File: config.mk
export PLATFORM = sky130hd
export DESIGN_NAME = branch_unit_bht
export DESIGN_NICKNAME = d
export VERILOG_FILES = /design/src/rtl/branch_unit_bht.sv
export SDC_FILE = /design/constraint.sdc
export NUM_CORES = 1
export LEC_CHECK = 0
export ABC_CLOCK_PERIOD_IN_PS = 5700
export BUFFER_PORTS_ARGS = -buffer_cell sky130_fd_sc_hd__buf_2
export CAP_MARGIN = 25
export CORE_MARGIN = 8
export CORE_UTILIZATION = 45
export CTS_CLUSTER_DIAMETER = 40
export DETAILED_ROUTE_END_ITERATION = 6
export HOLD_SLACK_MARGIN = 0.06
export PLACE_DENSITY = 0.69
export SKIP_CTS_REPAIR_TIMING = 1
export SYNTH_ARGS = -nofsm -noshare
export SYNTH_HDL_FRONTEND = slang
export SYNTH_SLANG_ARGS = --single-unit
export TNS_END_PERCENT = 20
File: constraint.sdc
create_clock -name clk -period 5.7 [get_ports clk]
set_input_delay 1.71 -clock clk [delete_from_list [all_inputs] [get_ports clk]]
set_output_delay 1.71 -clock clk [all_outputs]
set_load 0.05 [all_outputs]
File: src/rtl/branch_unit_bht.sv
// Branch resolve unit with a bimodal history table feeding fetch predictions.
// Latency: resolve result is registered, valid one cycle after acceptance; lookup is combinational.
// Backpressure: none; one resolve per cycle, flush kills the request presented that cycle.
package branch_unit_bht_pkg;
  typedef enum logic [2:0] {
    i_BEQ  = 3'b000,
    i_BNE  = 3'b001,
    i_BLT  = 3'b100,
    i_BGE  = 3'b101,
    i_BLTU = 3'b110,
    i_BGEU = 3'b111
  } br_op_t;
endpackage

module branch_unit_bht
  import branch_unit_bht_pkg::*;
#(
  parameter int XLEN        = 32,
  parameter int BHT_ENTRIES = 64,
  parameter int CNT_W       = 32
) (
  input  logic             clk,
  input  logic             reset,
  input  logic [XLEN-1:0]  lookup_pc,
  output logic             lookup_taken,
  input  logic             res_valid,
  input  br_op_t           res_br_op,
  input  logic [XLEN-1:0]  res_rs1_data,
  input  logic [XLEN-1:0]  res_rs2_data,
  input  logic [XLEN-1:0]  res_imm_b,
  input  logic [XLEN-1:0]  res_pc,
  input  logic             res_pred_taken,
  input  logic             flush,
  output logic             done,
  output logic             taken,
  output logic             mispredict,
  output logic [XLEN-1:0]  redirect_pc,
  output logic [CNT_W-1:0] perf_branches,
  output logic [CNT_W-1:0] perf_mispred
);

  localparam int IDX_W = $clog2(BHT_ENTRIES);

  logic [1:0]       bht [BHT_ENTRIES];
  logic [IDX_W-1:0] lookup_idx;
  logic [IDX_W-1:0] res_idx;
  logic             accept;
  logic             legal_op;
  logic             cond_taken;
  logic             cond_mispred;
  logic [XLEN-1:0]  target_pc;
  logic [XLEN-1:0]  next_pc;

  // Only the word-index bits of the fetch PC select a counter.
  logic unused_lookup_bits;
  assign unused_lookup_bits = ^{lookup_pc[XLEN-1:IDX_W+2], lookup_pc[1:0]};

  assign lookup_idx   = lookup_pc[IDX_W+1:2];
  assign res_idx      = res_pc[IDX_W+1:2];
  assign lookup_taken = bht[lookup_idx][1];
  assign accept       = res_valid && !flush;
  assign target_pc    = res_pc + res_imm_b;
  assign next_pc      = res_pc + XLEN'(4);
  assign cond_mispred = cond_taken != res_pred_taken;

  // Evaluate the branch condition; unknown encodings resolve as not taken.
  always_comb begin
    legal_op   = 1'b1;
    cond_taken = 1'b0;
    case (res_br_op)
      i_BEQ:   cond_taken = res_rs1_data == res_rs2_data;
      i_BNE:   cond_taken = res_rs1_data != res_rs2_data;
      i_BLT:   cond_taken = $signed(res_rs1_data) <  $signed(res_rs2_data);
      i_BGE:   cond_taken = $signed(res_rs1_data) >= $signed(res_rs2_data);
      i_BLTU:  cond_taken = res_rs1_data <  res_rs2_data;
      i_BGEU:  cond_taken = res_rs1_data >= res_rs2_data;
      default: legal_op   = 1'b0;
    endcase
  end

  // Result stage: done pulses per accepted request, other fields hold when idle.
  always_ff @(posedge clk) begin
    if (reset) begin
      done        <= 1'b0;
      taken       <= 1'b0;
      mispredict  <= 1'b0;
      redirect_pc <= '0;
    end else begin
      done <= accept;
      if (accept) begin
        taken       <= cond_taken;
        mispredict  <= cond_mispred;
        redirect_pc <= cond_taken ? target_pc : next_pc;
      end
    end
  end

  // Counter table: reset to weakly not-taken, saturating train on legal resolves.
  always_ff @(posedge clk) begin
    if (reset) begin
      for (int i = 0; i < BHT_ENTRIES; i++) bht[i] <= 2'b01;
    end else if (accept && legal_op) begin
      if (cond_taken && bht[res_idx] != 2'b11)
        bht[res_idx] <= bht[res_idx] + 2'b01;
      else if (!cond_taken && bht[res_idx] != 2'b00)
        bht[res_idx] <= bht[res_idx] - 2'b01;
    end
  end

  // Performance counters advance alongside done and stick at all-ones.
  always_ff @(posedge clk) begin
    if (reset) begin
      perf_branches <= '0;
      perf_mispred  <= '0;
    end else if (accept) begin
      if (legal_op && perf_branches != '1) perf_branches <= perf_branches + 1'b1;
      if (cond_mispred && perf_mispred != '1) perf_mispred <= perf_mispred + 1'b1;
    end
  end

endmodule

; ---- Word level (Yosys, flattened, before mapping)
; Memories as Yosys holds them, arrays and structs flattened.
; Cells that the tools add are included.
[word_totals]
regBits = 99
ramBits = 128
output_inout_bits = 100
wordCells = 61
memories = 1
[classes]
n_addsub = 6
n_lt_le_gt_ge = 4
eq_ne = 11
n_mux = 18
bitwise_logic = 1
reduce_logical = 14
[mem_list]
columns = name, depth, width, read_ports, rd_ports_with_merged_regs, wr, line_no
row1 = bht, 64, 2, 2, 0, 64, 44  ; logic [1:0] bht [BHT_ENTRIES];
[op_table]
columns = op, n
row1 = adder 32 x 1 -> 32 bit (second input constant), 2
row2 = greater-or-equal comparator 32 bit, 2
row3 = less-than comparator 32 bit, 2
row4 = != test 32 bit (second input constant), 2
row5 = adder 32 x 3 -> 32 bit (second input constant), 1
row6 = adder 32 bit, 1
row7 = == test 32 bit, 1
row8 = two-way mux 32 bit, 1
row9 = != test 32 bit, 1
row10 = two-way mux 1 bit, 13
row11 = == test 3 bit (second input constant), 4
row12 = logical AND 1 bit, 6
row13 = two-way mux 6 bit, 1
row14 = case mux 1 bit (6 select lines), 1
row15 = OR reduction 6 bit, 1
row16 = two-way mux 2 bit, 2
row17 = AND reduction 2 bit, 2
row18 = == test 3 x 1 -> 1 bit (second input constant), 1
row19 = zero test 3 bit, 1
row20 = adder 2 x 1 -> 2 bit (second input constant), 1
row21 = zero test 1 bit, 2
row22 = != test 2 bit (second input constant), 1
row23 = nonzero test 2 bit, 1
row24 = OR reduction 2 bit, 1
row25 = 3 further kinds, 3

; ---- Depth between registers and ports, before layout
[depth]
word_depth = 12
depth_mapped = 16

; ---- Worst setup path before layout
; Ideal clock, no wire load.
[synth_timing]
kind = input -> output
start = input lookup_pc[2]
end = output lookup_taken
t_arrival_ns = 4.281
slack_ns = -0.291
stages = 5
cell_sequence = clkbuf_1 buf_1 mux4_2 mux4_2 mux4_2
[synth_via]
elab_chain_cells = 1
[synth_lines]
columns = item, line_no
row1 = "start, declared", 24  ; input logic [XLEN-1:0] lookup_pc,
row2 = memory read (64 x 2 bit), -
row3 = "end, declared", 25  ; output logic lookup_taken,
; Every way passes these cells.

; ---- Worst setup path after layout
; Ends and elaborated chain as after synthesis.

==> key figures <==
Status
  – Outcome: finished, final reports clean

Setup path
  – WP data arrival: 3.81 ns
  – Startpoint Class: input pin
  – Reg2reg setup slack: 1.80 ns
  – CP Launch Point: lookup_pc[2]
  – CP endpoint kind: output pin
  – Reg2reg start: bht[2][1]$_SDFFCE_PN0P_
  – Critical Path Fanout Max: 16
  – WS Path Type: in -> out
  – CP required: 3.99 ns

Synthesis
  – Top_reg_cell synth: edfxtp_1
  – Count of state elements after synthesis: 227
  – Async set-reset flop share out of synthesis: 0%
  – Syn_area_per_cell: 9.23 µm²
  – Ys Warns: 0
  – Synth Instances: 1,563
  – Share of the yosys chip area belonging to registers: 40.4%
  – Number of synthesized flops with an enable pin: 128
  – Syn Nets: 1,798
  – Synth Cell Area: 0.0144 mm²
  – Netlist cell types: 81

Drt
  – Max Used Layer: met5
  – Drt pass-1 iters: 6
  – WL met2: 22,200 µm
  – Iter 0 DRT Violations: 1,405
  – Vias: 13,700
  – DRC Markers: 0
  – Met1 WL: 18,400 µm
  – ANT nets after route: 0
  – Routed WL per cell: 21.4 µm
  – Met3 routed WL: 5410 µm
  – Via density: 6.12
  – Drt total wl: 47,900 µm

Clock tree
  – CTS max path bufs: 3
  – Worst skew pair latency: 0.51 ns
  – Total CTS buffers: 35
  – CTS tree: done
  – Root Buffer: clkbuf_16
  – Sink Count: 227
  – H-tree depth: 2
  – Reg clk slew, reported paths: 0.05 ns

STA
  – RSZ-0062 raised after global routing: no
  – Worst slew margin: 32.4%
  – Final min period: 5.52 ns
  – Max Slew Vio Count: 0
  – Fin Clk Skew: 0.0127 ns
  – # setup viols final: 0
  – Final Hold Fails: 0
  – Max Fclk: 181 MHz
  – Setup TNS Final: 0 ns
  – Slew @ Worst Pin: 1.01 ns
  – Period utilization: 96.8%

Place
  – Dpl hpwl: 34,000 µm
  – Port Buf Inserts: 241
  – Final Wtd Congestion: 0.974

Floorplanning
  – Chip height: 195 µm
  – Die span in x: 195 µm
  – Initial Util: 45.7%
  – Total die area: 0.0381 mm²
  – Rows: 65
  – Core Region: 0.0316 mm²
  – I/O pins: 268

Worst hold path
  – HP Class: reg -> reg
  – Hold_sp: redirect_pc[15]$_SDFFE_PP0P_

Global route
  – Vias in the first global route: 13,200
  – Total global routing overflow: 0
  – Antenna violations before repair: 10
  – First-pass GRT wire length: 73,000 µm
  – Largest net degree at the start of global routing: 90
  – GRT Util Overall: 23.9%

Pwr
  – VDD IR-drop max: 0.257 mV
  – Leakage: 6.61 nW
  – Pwr Density: 272 mW/mm²
  – Total power: 4.73 mW

Flow run
  – Max cap viols: 0

Cells and area
  – Commonest non-fill, non-tap cell in the layout: buf_2
  – Layout fillers: 2,856
  – Share of layout cells above drive strength 1: 24.4%
  – Layout area overhead: 20.5%
  – Final net count: 2,039
  – Most frequent cells in the layout: 241 x buf_2, 158 x nand2_1, 128 x edfxtp_1, 115 x nor2_1, 107 x o21ai_0
-- through the flow --
stage	setup WS (ns)	cells	utilization [%]	hold WS [ns]	area, µm²
2_1_floorplan	0.0469	1563	-	0.671	14400
3_3_place_gp	0.0269	2168	51.4	0.438	16200
3_5_place_dp	-0.0119	2168	51.4	0.445	16200
4_1_cts	0.177	2231	55.1	0.452	17400
5_1_grt	0.131	2234	55.1	0.470	17400
6_report	0.180	2235	55.1	0.449	17400
-- critical path, stage by stage --
cell and delay [ns]:
buf_2 0.11, buf_12 0.20, mux4_2 0.58, mux4_2 0.52
mux4_2 0.46, buf_2 0.22
-- cell usage after synthesis, drive strengths merged (6+ instances only) --
library cell    n  area share, %
nand2         159            4.2
edfxtp        128             27
nor2          116            3.0
o21ai         114            4.0
a21oi         104            3.6
dfxtp          99             14
nand3          86            3.0
nor3           74            2.6
inv            68            1.8
ha             66            5.7
clkbuf         64            1.7
xnor2          45            2.7
nand4          39            1.7
xor2           37            2.2
mux4           36            5.6
buf            32            1.3
o211ai         26            1.4
and3           23            1.0
or3            16           0.69
and2           15           0.67
mux2i          15            1.1
a21o           14           0.73
mux2           13            1.0
nand2b         13           0.56
o31ai          12           0.66
a31o           11           0.67
a22oi          10           0.52
nor2b          10           0.43
a221oi          9           0.63
and4            9           0.55
or4             9           0.47
nor4            8           0.54
a211oi          7           0.36
a31oi           7           0.30
o21a            7           0.36
or2             7           0.30
o22ai           6           0.26
-- worst paths after layout --
check,endpoint,cells past startpoint
min reg2reg,redirect_pc[15]$_SDFFE_PP0P_,2
min,redirect_pc[15]$_SDFFE_PP0P_,2
max,lookup_taken,6
max reg2reg,bht[56][0]$_SDFFCE_PN1P_,10
-- power breakdown --
part	switching (mW)	internal, mW
clock	0.804	1.33
combinational	0.517	0.293
sequential	0.0237	1.77
-- flip-flops by register name (all words and copies together), names as in the netlist --
register	cells
bht	128
perf_branches	32
perf_mispred	32
redirect_pc	32
done	1
mispredict	1
taken	1
-- cell families after synthesis --
group | after synthesis | share of synthesized area, %
AOI/OAI and AO/OA | 363 | 15.8
buffers and inverters | 164 | 4.77
and+or+nand+nor | 596 | 20.4
xor gates and xnor gates | 82 | 4.98
DFF | 227 | 40.4
muxes | 64 | 7.78
adders and majority gates | 67 | 5.86
-- cell type report --
type | instances | area (µm²) | share of cell area [%]
Multi-Input combinational cell | 1172 | 7930 | 45.6
Sequential cell | 227 | 5830 | 33.5
Timing Repair Buffer | 300 | 1710 | 9.84
Clock buffer | 44 | 977 | 5.62
Tap cell | 402 | 503 | 2.89
Inverter | 68 | 255 | 1.47
Clock inverter | 19 | 188 | 1.08
Antenna cell | 3 | 7.51 | 0.0432
-- per-layer routing --
metal / vias up / track usage (%)
met5: - / 0
met2: 742 / 38.7
met3: 154 / 7.41
li1: 6306 / -
met1: 6457 / 29.4
met4: 14 / 9.46
(Power assumes the default switching activity.)
